### src/rtl/cache_fill_if.sv
// Miss/fill handshake between the cache, the fill responder and main memory.
// The slave modport is the fill responder's view of the bundle.
interface cache_fill_if #(
  parameter int WORDS  = 8,
  parameter int ADDR_W = 16
);
  localparam int IDX_W  = $clog2(WORDS);
  localparam int DATA_W = 16;

  logic              miss_detected;
  logic [ADDR_W-1:0] miss_address;
  logic              fsm_busy;
  logic              memory_read;
  logic [ADDR_W-1:0] memory_address;
  logic              memory_data_valid;
  logic [DATA_W-1:0] memory_data;
  logic              write_data_array;
  logic [IDX_W-1:0]  word_index;
  logic [DATA_W-1:0] fill_data;
  logic              write_tag_array;
  logic [ADDR_W-1:0] block_address;

  modport master (
    output miss_detected, miss_address, memory_data_valid, memory_data,
    input  fsm_busy, memory_read, memory_address, write_data_array,
           word_index, fill_data, write_tag_array, block_address
  );

  modport slave (
    input  miss_detected, miss_address, memory_data_valid, memory_data,
    output fsm_busy, memory_read, memory_address, write_data_array,
           word_index, fill_data, write_tag_array, block_address
  );
endinterface

### src/rtl/cache_fill_fsm.sv
// Cache miss fill engine: fetches one block as WORDS pipelined word reads and
// writes each returned word into the data array, the tag on the last word.
module cache_fill_fsm #(
  parameter int WORDS  = 8,
  parameter int ADDR_W = 16
) (
  input  logic          clk,
  input  logic          rst,
  cache_fill_if.slave   bus
);
  localparam int IDX_W = $clog2(WORDS);
  localparam int CNT_W = IDX_W + 1;
  localparam int OFF_W = $clog2(2 * WORDS);

  typedef enum logic {IDLE = 1'b0, FILL = 1'b1} state_t;

  state_t            state;
  state_t            state_nxt;
  logic [CNT_W-1:0]  issue_cnt;
  logic [CNT_W-1:0]  recv_cnt;
  logic [ADDR_W-1:0] block_addr;
  logic              issue;
  logic              recv;
  logic              last;

  always_ff @(posedge clk) begin
    if (rst) begin
      state      <= IDLE;
      issue_cnt  <= '0;
      recv_cnt   <= '0;
      block_addr <= '0;
    end else begin
      state <= state_nxt;
      if (state == IDLE) begin
        if (bus.miss_detected) begin
          block_addr <= {bus.miss_address[ADDR_W-1:OFF_W], {OFF_W{1'b0}}};
          issue_cnt  <= '0;
          recv_cnt   <= '0;
        end
      end else begin
        if (issue) issue_cnt <= issue_cnt + CNT_W'(1);
        if (recv)  recv_cnt  <= recv_cnt + CNT_W'(1);
      end
    end
  end

  // Busy is combinational in IDLE so the requester stalls in the miss cycle itself.
  always_comb begin
    state_nxt            = state;
    bus.fsm_busy         = 1'b0;
    bus.memory_read      = 1'b0;
    bus.memory_address   = block_addr;
    bus.write_data_array = 1'b0;
    bus.write_tag_array  = 1'b0;
    issue                = 1'b0;
    recv                 = 1'b0;
    last                 = 1'b0;
    case (state)
      IDLE: begin
        bus.fsm_busy = bus.miss_detected;
        if (bus.miss_detected) state_nxt = FILL;
      end
      FILL: begin
        bus.fsm_busy = 1'b1;
        issue        = (issue_cnt < CNT_W'(WORDS));
        recv         = bus.memory_data_valid;
        last         = recv && (recv_cnt == CNT_W'(WORDS - 1));
        bus.memory_read = issue;
        if (issue) bus.memory_address = block_addr + ADDR_W'({issue_cnt, 1'b0});
        bus.write_data_array = recv;
        bus.write_tag_array  = last;
        if (last) state_nxt = IDLE;
      end
      default: state_nxt = IDLE;
    endcase
  end

  assign bus.word_index    = recv_cnt[IDX_W-1:0];
  assign bus.fill_data     = bus.memory_data;
  assign bus.block_address = block_addr;
endmodule

### src/flat_wrapper.sv
// flat-port wrapper written by rule: the top's interface ports become plain ports
module cache_fill_fsm_flat 
#(
  parameter int WORDS  = 8,
  parameter int ADDR_W = 16
)
  (clk, rst, bus_miss_detected, bus_miss_address, bus_memory_data_valid, bus_memory_data, bus_fsm_busy, bus_memory_read, bus_memory_address, bus_write_data_array, bus_word_index, bus_fill_data, bus_write_tag_array, bus_block_address);
  cache_fill_if #(.WORDS(WORDS), .ADDR_W(ADDR_W)) bus_i ();
  input  logic clk;
  input  logic rst;
  input wire logic [$bits(bus_i.miss_detected)-1:0] bus_miss_detected;
  input wire logic [$bits(bus_i.miss_address)-1:0] bus_miss_address;
  input wire logic [$bits(bus_i.memory_data_valid)-1:0] bus_memory_data_valid;
  input wire logic [$bits(bus_i.memory_data)-1:0] bus_memory_data;
  output wire logic [$bits(bus_i.fsm_busy)-1:0] bus_fsm_busy;
  output wire logic [$bits(bus_i.memory_read)-1:0] bus_memory_read;
  output wire logic [$bits(bus_i.memory_address)-1:0] bus_memory_address;
  output wire logic [$bits(bus_i.write_data_array)-1:0] bus_write_data_array;
  output wire logic [$bits(bus_i.word_index)-1:0] bus_word_index;
  output wire logic [$bits(bus_i.fill_data)-1:0] bus_fill_data;
  output wire logic [$bits(bus_i.write_tag_array)-1:0] bus_write_tag_array;
  output wire logic [$bits(bus_i.block_address)-1:0] bus_block_address;
  assign bus_i.miss_detected = bus_miss_detected;
  assign bus_i.miss_address = bus_miss_address;
  assign bus_i.memory_data_valid = bus_memory_data_valid;
  assign bus_i.memory_data = bus_memory_data;
  assign bus_fsm_busy = bus_i.fsm_busy;
  assign bus_memory_read = bus_i.memory_read;
  assign bus_memory_address = bus_i.memory_address;
  assign bus_write_data_array = bus_i.write_data_array;
  assign bus_word_index = bus_i.word_index;
  assign bus_fill_data = bus_i.fill_data;
  assign bus_write_tag_array = bus_i.write_tag_array;
  assign bus_block_address = bus_i.block_address;
  cache_fill_fsm #(.WORDS(WORDS), .ADDR_W(ADDR_W)) u_core (.clk(clk), .rst(rst), .bus(bus_i));
endmodule
### config.mk
export PLATFORM = sky130hd
export DESIGN_NAME = cache_fill_fsm_flat
export DESIGN_NICKNAME = d
export VERILOG_FILES = /design/src/rtl/cache_fill_if.sv /design/src/rtl/cache_fill_fsm.sv /design/src/flat_wrapper.sv
export SDC_FILE = /design/constraint.sdc
export NUM_CORES = 1
export LEC_CHECK = 0
export BUFFER_PORTS_ARGS = -buffer_cell sky130_fd_sc_hd__clkbuf_2
export CAP_MARGIN = 10
export CORE_UTILIZATION = 27
export CTS_BUF_LIST = sky130_fd_sc_hd__clkbuf_4
export CTS_CLUSTER_DIAMETER = 40
export DETAILED_ROUTE_END_ITERATION = 16
export GPL_TIMING_DRIVEN = 0
export SYNTH_ARGS = -nofsm -noshare
export SYNTH_HDL_FRONTEND = slang
export SYNTH_SLANG_ARGS = --single-unit
export TNS_END_PERCENT = 10
### constraint.sdc
create_clock -name clk -period 2.65 [get_ports clk]
set_clock_uncertainty 0.1 [all_clocks]
set_input_delay 0.6625 -clock clk [delete_from_list [all_inputs] [get_ports clk]]
set_output_delay 0.6625 -clock clk [all_outputs]
set_load 0.005 [all_outputs]
# Word level (Yosys, flattened, before mapping)
# Index checks and enable logic that the tools add are counted.
word_totals:
  ff_bits: 21
  input_bits: 36
  out_inout_bits: 55
  wordCells: 31
classes:
  n_addsub: 3
  magnitude_cmp: 1
  eq_ne: 3
  muxes: 14
  bitwise_logic: 1
  reduce_logical: 5
op_table:
  columns: ["op", "count"]
  rows:
  - ["$mux 16", 2]
  - ["$mux 4", 5]
  - ["$add 16x5->16", 1]
  - ["$add 4x1->4 const B", 2]
  - ["$reduce_and 2->1", 3]
  - ["$mux 1", 5]
  - ["$eq 4x3->1 const B", 1]
  - ["$lt 4x4->1 const B", 1]
  - ["$ne 2x2->1 const B", 2]
  - ["$pmux 1 s2", 2]
  - ["$reduce_bool 2->1", 1]
  - ["$logic_and 1x1->1", 1]
  - ["$not 1->1", 1]

# Logic depth before layout (Yosys ltp)
logic_depth:
  word_depth: 4
  mapped_depth: 5
  mapped_depth_nobuf: 5

# Worst setup path before layout
# Ideal clock, no wire load.
synth_timing:
  kind: "reg2out"
  start: "register u_core.block_addr[4] (netlist: u_core.bus.block_address[4])"
  end: "output bus_memory_address[14]"
  arrival_ps: 1228
  t_required_ps: 1887
  slack_ps: 659
  path_stages_with_launch: 6
  path_buffers: 0
  cell_sequence: "dfxtp_1 -> and2_1 -> ha_1 -> nand3b_4 -> nor4_2 -> xor2_1"
synth_via:
  elab_chain_len: 3
synth_rtl:
  columns: ["item", "line", "rtl"]
  rows:
  - ["start: declaration", "cache_fill_fsm.sv:21", "logic [ADDR_W-1:0] block_addr;"]
  - ["start signal: assignment", "cache_fill_fsm.sv:36", "block_addr <= {bus.miss_address[ADDR_W-1:OFF_W], {OFF_W{1'b0}}};"]
  - ["$add 16x5->16", "cache_fill_fsm.sv:69", "if (issue) bus.memory_address = block_addr + ADDR_W'({issue_cnt, 1'b0});"]
  - ["$mux 16", "cache_fill_fsm.sv:69", null]
  - ["$mux 16", "cache_fill_fsm.sv:58", "case (state)"]
  - ["end: declaration", "flat_wrapper.sv:17", "output wire logic [$bits(bus_i.memory_address)-1:0] bus_memory_address;"]
# Every way passes these cells.

# Worst setup path after layout
layout_timing:
  start: "register u_core.issue_cnt[3]"
  end: "output bus_memory_address[14]"
layout_via:
  elab_chain_len: 3
  elab_cells_between_ends: 4
  classes_between: "add/sub (1); order compare (1); mux (2)"
layout_rtl:
  columns: ["item", "line", "rtl"]
  rows:
  - ["start: declaration", "cache_fill_fsm.sv:19", "logic [CNT_W-1:0] issue_cnt;"]
  - ["start signal: assignment", "cache_fill_fsm.sv:41", "if (issue) issue_cnt <= issue_cnt + CNT_W'(1);"]
  - ["$add 16x5->16 / $lt 4x4->1 (equally long branches)", "cache_fill_fsm.sv:69, cache_fill_fsm.sv:65", null]
  - ["$mux 16 (*)", "cache_fill_fsm.sv:69", null]
  - ["$mux 16 (*)", "cache_fill_fsm.sv:58", null]
# Every way passes the cells marked *; elsewhere a longest branch is shown, timed or not.

==> results.ini <==
[status]
status=complete, no violations

[routing]
wire_per_inst_um=10.3
vias=1167
dr.pass1.iters=4
antenna_left=0
viasPerCell=4.23
drt_wl_total_mm=2.85
drtIter0Drc=34
drc_errors=0

[yosys]
ys_warn_count=0
ys_seq_area_share_pct=35.1
synth-edff-count=0
synth_xor_area_share_pct=4.39
synth_top_area_share_pct=35.1
synth_top_family_by_area=simple AND/OR/NAND/NOR gates
synthTopCellsByCount=nand2_1 (33), buf_4 (24), dfxtp_1 (21)
synth_fa_ha_area_share_pct=3.13
synth-async-reset-ratio_pct=0
synthMuxAreaShare_pct=0.836
ys_ff_latch=21
synth-compound-area-share_pct=9.30
synthFlopType=dfxtp_1
avgSynthCellArea_sq_um=7.83
synthCells=153
synth-simple-area-share_pct=26.6
yosys-top-cells-area=dfxtp_1 (35%), buf_4 (15%), nand2_1 (10%)
yosysUniqueCellTypes=33
yosysMostFrequentCell=nand2_1
syn_area_sq_um=1200
synth_top_area_cell=dfxtp_1

[grt]
grt_pass1_wl_mm=4.06
antenna_found_initial=0
grt_use_total_pct=11.5
grt_pass1_vias=936
grt_max_degree=13
grt-ovfl-total=0

[layout]
diodes=0
drive_above_1_share_pct=46.0
fin_nets=266
fin_area_sq_um=1640
area_growth_syn_to_layout_pct=36.9
nFillCells=455
fin_cells=276

[worst_setup_path]
crit_end=bus_memory_address[14]
crit_family=simple AND/OR/NAND/NOR gates
required_ns=1.89
startpoint=u_core.issue_cnt[3]
cp.depth=6
critical_path.max_fanout=5
startpoint_type=register
cp-end-kind=output pin
crit_buf_inv=1
path_cells=and2_1, ha_1, nand3b_4, nor4_4, xor2_1, clkbuf_2
r2r_slack_ns=1.30
slowest_stage=dfxtp_2
rr_startpoint=u_core.state
critical_path_class=reg2out
worstRegToRegCells=5
cp.arrival_ns=1.70
worstReg2RegEnd=u_core.bus.block_address[7]
slowest_delay_ns=0.38

[timing]
holdWs_ns=0.377
max_freq_mhz=407
hold_viol=0
setup_viol=0
rsz0062_at_grt=no
timing.final.crit_share_pct=92.8
final_max_slew_viol_count=0
fin_setup_tns_ns=0
final.min_clock_period_ns=2.46

[die]
core_area_sq_um=4120
die_h_um=68.6
die-area_sq_um=4710
initial_core_util_pct=29.1
io_pins=91
die_w_um=68.6
placementRows=23

[clock_tree]
clkTransAtPathRegs_ns=0.13
postCtsSetupBuffers=0
ctsHoldBuffers=0
clock_latency_ns=0.30
clockRootBuffer=clkbuf_4
cts_resized=0
cts_tree=yes
cts_htree_levels=1
cts_made_buffers=3
clock-sinks=21
clock_path_buffers=2

[pwr]
p_leak_nw=0.876
ir_worst_vdd_mv=0.155
power_density_nw_per_um2=392
power_mw=0.643

[flow_run]
maxCapViolations=0

[placed_design]
dpl_cell_area_sq_um=1600
gp_congestion=0.742
dp_cells=272
portBuffers=65
hpwl_mm=2.22

[hold_path]
hold_path.class=reg2reg

-- routing by layer --
layer  GRT usage (%)  vias up  share of wire (%)
li1                -      614                  -
met5               0        -                  0
met3            1.48        2                6.2
met1            15.8      506                 47
met4            5.47        0                1.2
met2            17.5       45                 46
-- sequential cells by signal, summed over array words and instances, names as in the netlist --
register,flops
u_core.state,1
u_core.recv_cnt,4
u_core.issue_cnt,4
u_core.bus.block_address,12
-- tightest hold or removal path, cell delays in order (launching register included) --
cell and delay [ns]:
dfxtp_1 0.34, nand2_1 0.05, a21oi_1 0.05
-- cell families (layout without fill, tap and decap cells) --
kind of cell	count (synthesis)	after routing
AO/OA/AOI/OAI	21	21
XOR/XNOR	6	6
adder cells (fa/ha/maj)	3	3
buffers and inverters	38	107
flip-flops	21	21
multiplexers	1	1
other	1	5
AND/OR/NAND/NOR	62	62
-- worst min-delay path by stage --
stage / startpoint / endpoint / slack (ns) / cells past startpoint
5_1_grt: u_core.bus.block_address[4] / u_core.bus.block_address[4] / 0.40 / 2
3_3_place_gp: u_core.bus.block_address[15] / u_core.bus.block_address[15] / 0.36 / 2
3_5_place_dp: u_core.bus.block_address[15] / u_core.bus.block_address[15] / 0.36 / 2
6_report: u_core.bus.block_address[15] / u_core.bus.block_address[15] / 0.38 / 2
2_1_floorplan: u_core.bus.block_address[15] / u_core.bus.block_address[15] / 0.36 / 2
4_1_cts: u_core.bus.block_address[15] / u_core.bus.block_address[15] / 0.38 / 2
-- cells in the final DEF (no fill, tap or decap) --
cell and count:
conb_1 5, inv_2 1, or3_1 1, a41oi_1 1, dfxtp_2 2, dfxtp_1 19
nand4_1 2, clkbuf_2 65, inv_1 2, nand3b_4 1, or2_2 1, nand4b_1 1
buf_6 1, nor2_1 2, xor2_1 4, buf_4 24, buf_2 2, nand2b_1 2
xnor2_1 2, a21oi_1 18, and3b_1 1, nand2_1 33, nand3_1 4, nand2_2 1
mux2i_1 1, nand3b_1 1, clkinv_2 1, clkbuf_1 8, and2_1 4, nor2b_2 1
o21ai_0 1, clkbuf_4 3, ha_1 3, o211ai_1 1, or2b_1 1, nor4_4 1
nor3_1 5
-- power breakdown --
part           switching [mW]  internal (mW)
registers              0.0150          0.330
logic                  0.0639         0.0747
clock network           0.103         0.0563
-- layout make-up --
cell class                      count  area [sq um]  area share (%)
Clock buffer                        3          22.5            1.37
Sequential cell                    21           423            25.8
Clock inverter                      1          5.00           0.305
Timing Repair Buffer               65           325            19.8
Inverter                            3          11.3           0.687
Buffer                             35           231            14.1
Tap cell                           50          62.6            3.82
Multi-Input combinational cell     98           558            34.0
-- per-stage QoR --
step	setup WS, ns	util (%)
final	0.190	39.8
after global routing	0.0209	39.8
after CTS	0.125	39.6
after detailed placement	0.488	38.9
after global placement	0.497	38.9
after floorplan	0.659	-
Power figures use the tool's default switching activity.
